**src/rtl/mult_pkg.sv**
```systemverilog
// mult_pkg
//   Types and default sizes shared by the add-shift multiplier sequencer
//   and its datapath registers.
//   - MULT_N       : operand width / number of add-shift iterations
//   - MULT_CNT_W   : width of the iteration index counter
//   - mult_state_t : sequencer state encoding
package mult_pkg;

    localparam int MULT_N     = 8;
    localparam int MULT_CNT_W = $clog2(MULT_N);

    typedef enum logic [2:0] {
        IDLE  = 3'd0,
        CLEAR = 3'd1,
        ADD   = 3'd2,
        SHIFT = 3'd3,
        DONE  = 3'd4
    } mult_state_t;

endpackage

```
**src/rtl/mult_bit_counter.sv**
```systemverilog
// mult_bit_counter
//   Iteration index for the multiplier sequencer. Saturates at N-1 so the
//   index can never wrap within a run.
//   Ports:
//     Clk, Reset : clock, synchronous active-high reset
//     clr        : force count to 0
//     inc        : advance by one (ignored once count reaches N-1)
//     count      : current index
//     last       : count == N-1
module mult_bit_counter #(
    parameter int N     = 8,
    parameter int CNT_W = $clog2(N)
) (
    input  logic             Clk,
    input  logic             Reset,
    input  logic             clr,
    input  logic             inc,
    output logic [CNT_W-1:0] count,
    output logic             last
);

    assign last = (count == CNT_W'(N - 1));

    always_ff @(posedge Clk) begin
        if (Reset || clr)
            count <= '0;
        else if (inc && !last)
            count <= count + 1'b1;
    end

endmodule

```
**src/rtl/mult_sequencer.sv**
```systemverilog
// mult_sequencer
//   Control FSM for the signed add-shift multiplier (A register, B shift
//   register, X sign bit, 9-bit adder/subtractor). On Run it clears A/X,
//   then performs N add-or-skip / shift iterations steered by the
//   multiplier LSB M; the last iteration subtracts instead of adding to
//   correct for the two's-complement sign weight of the multiplier MSB.
//   While idle it also serves the clear-A / load-B request.
//   Ports:
//     Clk, Reset    : clock, synchronous active-high reset
//     Run           : level start request (synchronized)
//     ClearA_LoadB  : level request to load B and clear A/X (idle only)
//     M             : current multiplier LSB, B[0]
//     Clr_Ld        : strobe B <= switches, A/X <= 0
//     Clear_XA      : strobe A/X <= 0
//     Add / Sub     : strobe A/X <= A +/- S
//     Shift_En      : arithmetic right shift of X:A:B
//     Busy / Done   : status
//     Bit_Idx       : current iteration index
module mult_sequencer
    import mult_pkg::*;
#(
    parameter int N     = MULT_N,
    parameter int CNT_W = $clog2(N)
) (
    input  logic             Clk,
    input  logic             Reset,
    input  logic             Run,
    input  logic             ClearA_LoadB,
    input  logic             M,
    output logic             Clr_Ld,
    output logic             Clear_XA,
    output logic             Add,
    output logic             Sub,
    output logic             Shift_En,
    output logic             Busy,
    output logic             Done,
    output logic [CNT_W-1:0] Bit_Idx
);

    mult_state_t state;
    logic        last;

    mult_bit_counter #(.N(N), .CNT_W(CNT_W)) u_cnt (
        .Clk   (Clk),
        .Reset (Reset),
        .clr   (state == CLEAR),
        .inc   (state == SHIFT),
        .count (Bit_Idx),
        .last  (last)
    );

    always_ff @(posedge Clk) begin
        if (Reset) begin
            state <= IDLE;
        end else begin
            case (state)
                IDLE:    if (Run) state <= CLEAR;
                CLEAR:   state <= ADD;
                ADD:     state <= SHIFT;
                SHIFT:   state <= last ? DONE : ADD;
                // No rearm: Run must drop before another multiply starts.
                DONE:    if (!Run) state <= IDLE;
                default: state <= IDLE;
            endcase
        end
    end

    // Strobes are decoded from state so each lands in the same cycle as the
    // state that owns it; Run wins over the load request in IDLE.
    always_comb begin
        Clr_Ld   = 1'b0;
        Clear_XA = 1'b0;
        Add      = 1'b0;
        Sub      = 1'b0;
        Shift_En = 1'b0;
        Busy     = 1'b0;
        Done     = 1'b0;
        case (state)
            IDLE:  Clr_Ld = ClearA_LoadB && !Run;
            CLEAR: begin
                Clear_XA = 1'b1;
                Busy     = 1'b1;
            end
            ADD: begin
                Add  = M && !last;
                Sub  = M && last;
                Busy = 1'b1;
            end
            SHIFT: begin
                Shift_En = 1'b1;
                Busy     = 1'b1;
            end
            DONE:    Done = 1'b1;
            default: ;
        endcase
    end

endmodule
```
**config.mk**
```make
export PLATFORM = sky130hd
export DESIGN_NAME = mult_sequencer
export DESIGN_NICKNAME = d
export VERILOG_FILES = /design/src/rtl/mult_pkg.sv /design/src/rtl/mult_bit_counter.sv /design/src/rtl/mult_sequencer.sv
export SDC_FILE = /design/constraint.sdc
export NUM_CORES = 1
export LEC_CHECK = 0
export CORE_AREA = 2 2 39 41
export CTS_BUF_LIST = sky130_fd_sc_hd__clkbuf_4
export DETAILED_ROUTE_END_ITERATION = 8
export DIE_AREA = 0 0 41 43
export DONT_BUFFER_PORTS = 1
export GPL_ROUTABILITY_DRIVEN = 0
export PLACE_DENSITY_LB_ADDON = 0.08
export SETUP_SLACK_MARGIN = 0.05
export SYNTH_ARGS = -nofsm -noshare
export SYNTH_HDL_FRONTEND = slang
export SYNTH_SLANG_ARGS = --single-unit
```
**constraint.sdc**
```tcl
create_clock -name Clk -period 1.8 [get_ports Clk]
set_input_delay 0.09 -clock Clk [delete_from_list [all_inputs] [get_ports Clk]]
set_output_delay 0.09 -clock Clk [all_outputs]
set_load 0.01 [all_outputs]
```
Yosys cells after proc, flatten, opt, wreduce, memory -nomap -nowiden

Index checks and enable logic that the tools add are counted.
W data, S select, Z words.

Bits in registers: 6
Input bits: 5
Output and inout bits: 10
Word-level logic and storage cells: 31

Add/sub/neg operators: 1
Equal/unequal tests: 7
Mux-type cells: 11
Reductions and logical operators: 10

Operators by type and width:

| cell                  | number |
|---|---|
| $pmux W3 S5           | 1 |
| $mux W3               | 3 |
| $mux W1               | 7 |
| $eq A3 B2 Y1 const B  | 2 |
| $eq A3 B3 Y1 const B  | 2 |
| $logic_and A1 B1 Y1   | 4 |
| $ne A2 B2 Y1 const B  | 2 |
| $add A3 B1 Y3 const B | 1 |
| $eq A3 B1 Y1 const B  | 1 |
| $logic_not A3 Y1      | 1 |
| $reduce_or A3 Y1      | 1 |
| $logic_not A1 Y1      | 2 |
| $reduce_and A2 Y1     | 1 |
| $logic_or A1 B1 Y1    | 1 |

Longest topological paths before layout

Depth after elaboration: 4
Gate-level depth with buffers: 5
Gate-level depth less buffers: 5

By module

Synthesis repeated with hierarchy kept, for this count alone.

Cell total of the unflattened synthesis: 32
Area total of the unflattened synthesis: 322.8 um^2

Modules (own cells, without submodules):

| module           | times used | cells an instance | area an instance (um^2) | sequential area each (um^2) |
|---|---|---|---|---|
| mult_sequencer   | 1          | 20                | 180.2                   | 60.1 |
| mult_bit_counter | 1          | 12                | 142.6                   | 60.1 |

Least setup slack after synthesis

Ideal clock, no wire load.

Path type: register -> register
From: register u_cnt.count[0]
To: register state[1]
Library setup time: 0.112 ns
Arrival: 1.284 ns
Required time: 1.688 ns
Setup slack: 0.404 ns
Stages on the path, launching flop included: 5
Path buffers: 0
Clock period less this slack: 1.396 ns
Cells stage by stage: dfxtp_1 ha_1 ha_1 and2_4 a2111oi_1

Word-level cells in the longest chain between the ends: 3

Ends and longest elaborated chain:

| element                | line                   | RTL |
|---|---|---|
| start, declared        | mult_bit_counter.sv:18 | `output logic [CNT_W-1:0] count,` |
| start signal, assigned | mult_bit_counter.sv:28 | `count <= count + 1'b1;` |
| $eq A3 B3 Y1           | mult_bit_counter.sv:22 | `assign last = (count == CNT_W'(N - 1));` |
| $mux W3                | mult_sequencer.sv:60   | `SHIFT: state <= last ? DONE : ADD;` |
| $pmux W3 S5            | mult_sequencer.sv:56   | `case (state)` |
| end signal, assigned   | mult_sequencer.sv:60   |  |
| end, declared          | mult_sequencer.sv:40   | `mult_state_t state;` |

No other way between the ends.
A chain may end at the register's enable or synchronous reset.

Worst setup path after layout

Same ends and word-level chain as after synthesis.

==> flow_metrics.py <==
metrics = {
    "floorplan": {
        "io_pins": 15,
        "rows": 14,
        "die_area_sq_um": 1760,
        "start_util": 0.239,
        "fp.coreArea_sq_um": 1380,
        "fp.dieH_um": 43,
        "die_x_um": 41,
    },
    "route": {
        "viasPerCell": 4.93,
        "drc": 0,
        "firstDrtPassIters": 2,
        "routed_wl_um": 741,
        "drtIter0Drc": 1,
        "routedWlPerCell_um": 12.8,
        "route.vias.total": 286,
        "postRouteAntennaNets": 0,
    },
    "synthesis": {
        "synth.distinct_cells": 21,
        "ys_seq_area_frac": 0.364,
        "ys_ff_latch": 6,
        "synthesis.nets": 47,
        "syn-mean-instance-area_sq_um": 8.26,
        "netlist_area_sq_um": 330,
        "yosys_warnings": 0,
        "syn_inst": 40,
    },
    "global_route": {
        "grt_usage": 0.105,
        "grt_pass1_wl_mm": 1.19,
        "antenna_found_initial": 0,
        "grt.overflow.total": 0,
        "grt_pass1_vias": 289,
        "grt_max_degree": 11,
    },
    "run_status": {
        "status": "finished clean",
    },
    "clocking": {
        "cts_tree": "done",
        "numCtsBuffers": 3,
        "clk_pin_slew_ps": 50,
        "ctsResizeCount": 0,
        "htree_levels": 1,
        "clkLatencyLatePin_ps": 240,
        "clockRootBuffer": "clkbuf_4",
        "cts_sinks": 6,
        "clockBufferDepth": 2,
    },
    "worst_setup_path": {
        "startpoint_type": "register",
        "cp_max_fo": 5,
        "critPathKind": "reg2reg",
        "crit_arrival_ps": 1620,
        "critPathRequiredTime_ps": 1940,
        "cp-end-kind": "register",
    },
    "sta": {
        "fin_crit_ps": 1490,
        "setup_viol": 0,
        "holdWs_ps": 23.1,
        "fmax_mhz": 673,
        "fin_skew_ps": 2.48,
        "tns_ps": 0,
        "tightest_slew_ps": 326,
        "rsz0062_at_grt": "no",
        "slew_headroom": 0.782,
        "post-route-period-util": 0.825,
        "hold_viol": 0,
        "maxSlewViolCount": 0,
        "finalWorstSetupSlack_ps": 315,
    },
    "cells_and_area": {
        "nets": 51,
        "syn2layout_area_growth_pct": 11.0,
        "drive_above_1_share": 0.119,
        "num_antenna_cells": 0,
        "fin_util": 0.265,
        "nFillCells": 156,
    },
    "power": {
        "intPower_mw": 0.224,
        "p_comb_frac": 0.098,
        "switching_power_mw": 0.0767,
        "p_per_area_nw_per_um2": 820,
        "ir_worst_vdd_mv": 0.268,
        "switching_share": 0.255,
        "total_leakage_power_nw": 0.144,
        "seqPwrFrac": 0.492,
        "clkPwrFrac": 0.410,
    },
    "worst_hold_path": {
        "holdCritPathClass": "in2reg",
    },
    "placement": {
        "dp_hpwl_um": 550,
        "place_ws_ps": 287,
        "portBuffers": 0,
    },
    "flow_run": {
        "max-cap-violations": 0,
    },
}
worst max-delay path, stage by stage, from the launching register on:
cell and delay [ps]:
dfxtp_1 370, ha_1 230, ha_1 240, and2_4 200
a2111oi_1 350
per-layer routing:
layer  share of wire  GRT usage  up-vias
met2            0.42      0.125       15
met4               0     0.0400        0
met1            0.45      0.131      125
met5               0          0        -
li1                -          -      146
met3            0.13     0.0942        0
final timing paths:
path | slack, ps | endpoint | start | cells past startpoint
max | 310 | state[1] | u_cnt.count[0] | 4
max reg2reg | 310 | state[1] | u_cnt.count[0] | 4
min reg2reg | 550 | u_cnt.count[1] | u_cnt.count[1] | 2
min | 20 | state[2] | Run | 2
cell families (layout without fill, tap and decap cells):
kind of cell             Yosys count  after routing  share of synthesized area
AO/OA/AOI/OAI                      7              7                      0.136
adder cells (fa/ha/maj)            2              2                     0.0757
buffers and inverters              3              5                     0.0606
flip-flops                         6              6                      0.364
AND/OR/NAND/NOR                   22             22                      0.364
area by class of cell:
cell class                      count  area (sq um)  area share
Multi-Input combinational cell     31           190       0.519
Sequential cell                     6           120       0.328
Clock buffer                        3          22.5      0.0614
Tap cell                           16          20.0      0.0546
Timing Repair Buffer                1          10.0      0.0273
Inverter                            1          3.75      0.0102
synth_stat cells, drive strengths merged:
master,instances,area share
a31oi,1,0.019
nand3b,1,0.023
a21oi,2,0.030
nor4,1,0.019
inv,1,0.011
nor3b,1,0.038
buf,2,0.049
and3,1,0.019
o21ai,2,0.030
nor2b,1,0.019
a2111oi,1,0.030
nor2,8,0.091
nand3,4,0.061
a32oi,1,0.027
nand2,1,0.011
dfxtp,6,0.36
nand2b,1,0.019
and2,3,0.064
ha,2,0.076
power by group through the flow:
stage / logic [mW] / registers [mW] / clock network [mW]
3_3_place_gp: 0.0257 / 0.150 / 0
4_1_cts: 0.0300 / 0.148 / 0.132
6_report: 0.0296 / 0.148 / 0.123
3_5_place_dp: 0.0261 / 0.150 / 0
5_1_grt: 0.0340 / 0.149 / 0.141
2_1_floorplan: 0.0297 / 0.144 / 0
timing repair:
| item | 4_1_cts | 5_1_grt |
|---|---|---|
| buffers inserted | 0 | 0 |
| hold endpoints to repair | 6 | 0 |
| hold buffers | 1 | 0 |
placed cells by master, fill, tap and decap left out, drive strengths merged, types with 2 or more instances in the layout:
| cell type | instances |
|---|---|
| clkbuf | 3 |
| a21oi | 2 |
| and2 | 3 |
| nor2 | 8 |
| ha | 2 |
| o21ai | 2 |
| nand3 | 4 |
| dfxtp | 6 |
registers in the layout, indices dropped and copies added, names as in the netlist:
signal,count
state,3
u_cnt.count,3
per-stage QoR:
| stage | cell area, sq um | instances | power, mW |
|---|---|---|---|
| after floorplan | 330 | 40 | 0.174 |
| after global placement | 334 | 54 | 0.176 |
| after detailed placement | 334 | 54 | 0.176 |
| after CTS | 367 | 58 | 0.309 |
| after global routing | 367 | 58 | 0.324 |
| final | 367 | 58 | 0.301 |
Power figures use the tool's default switching activity.
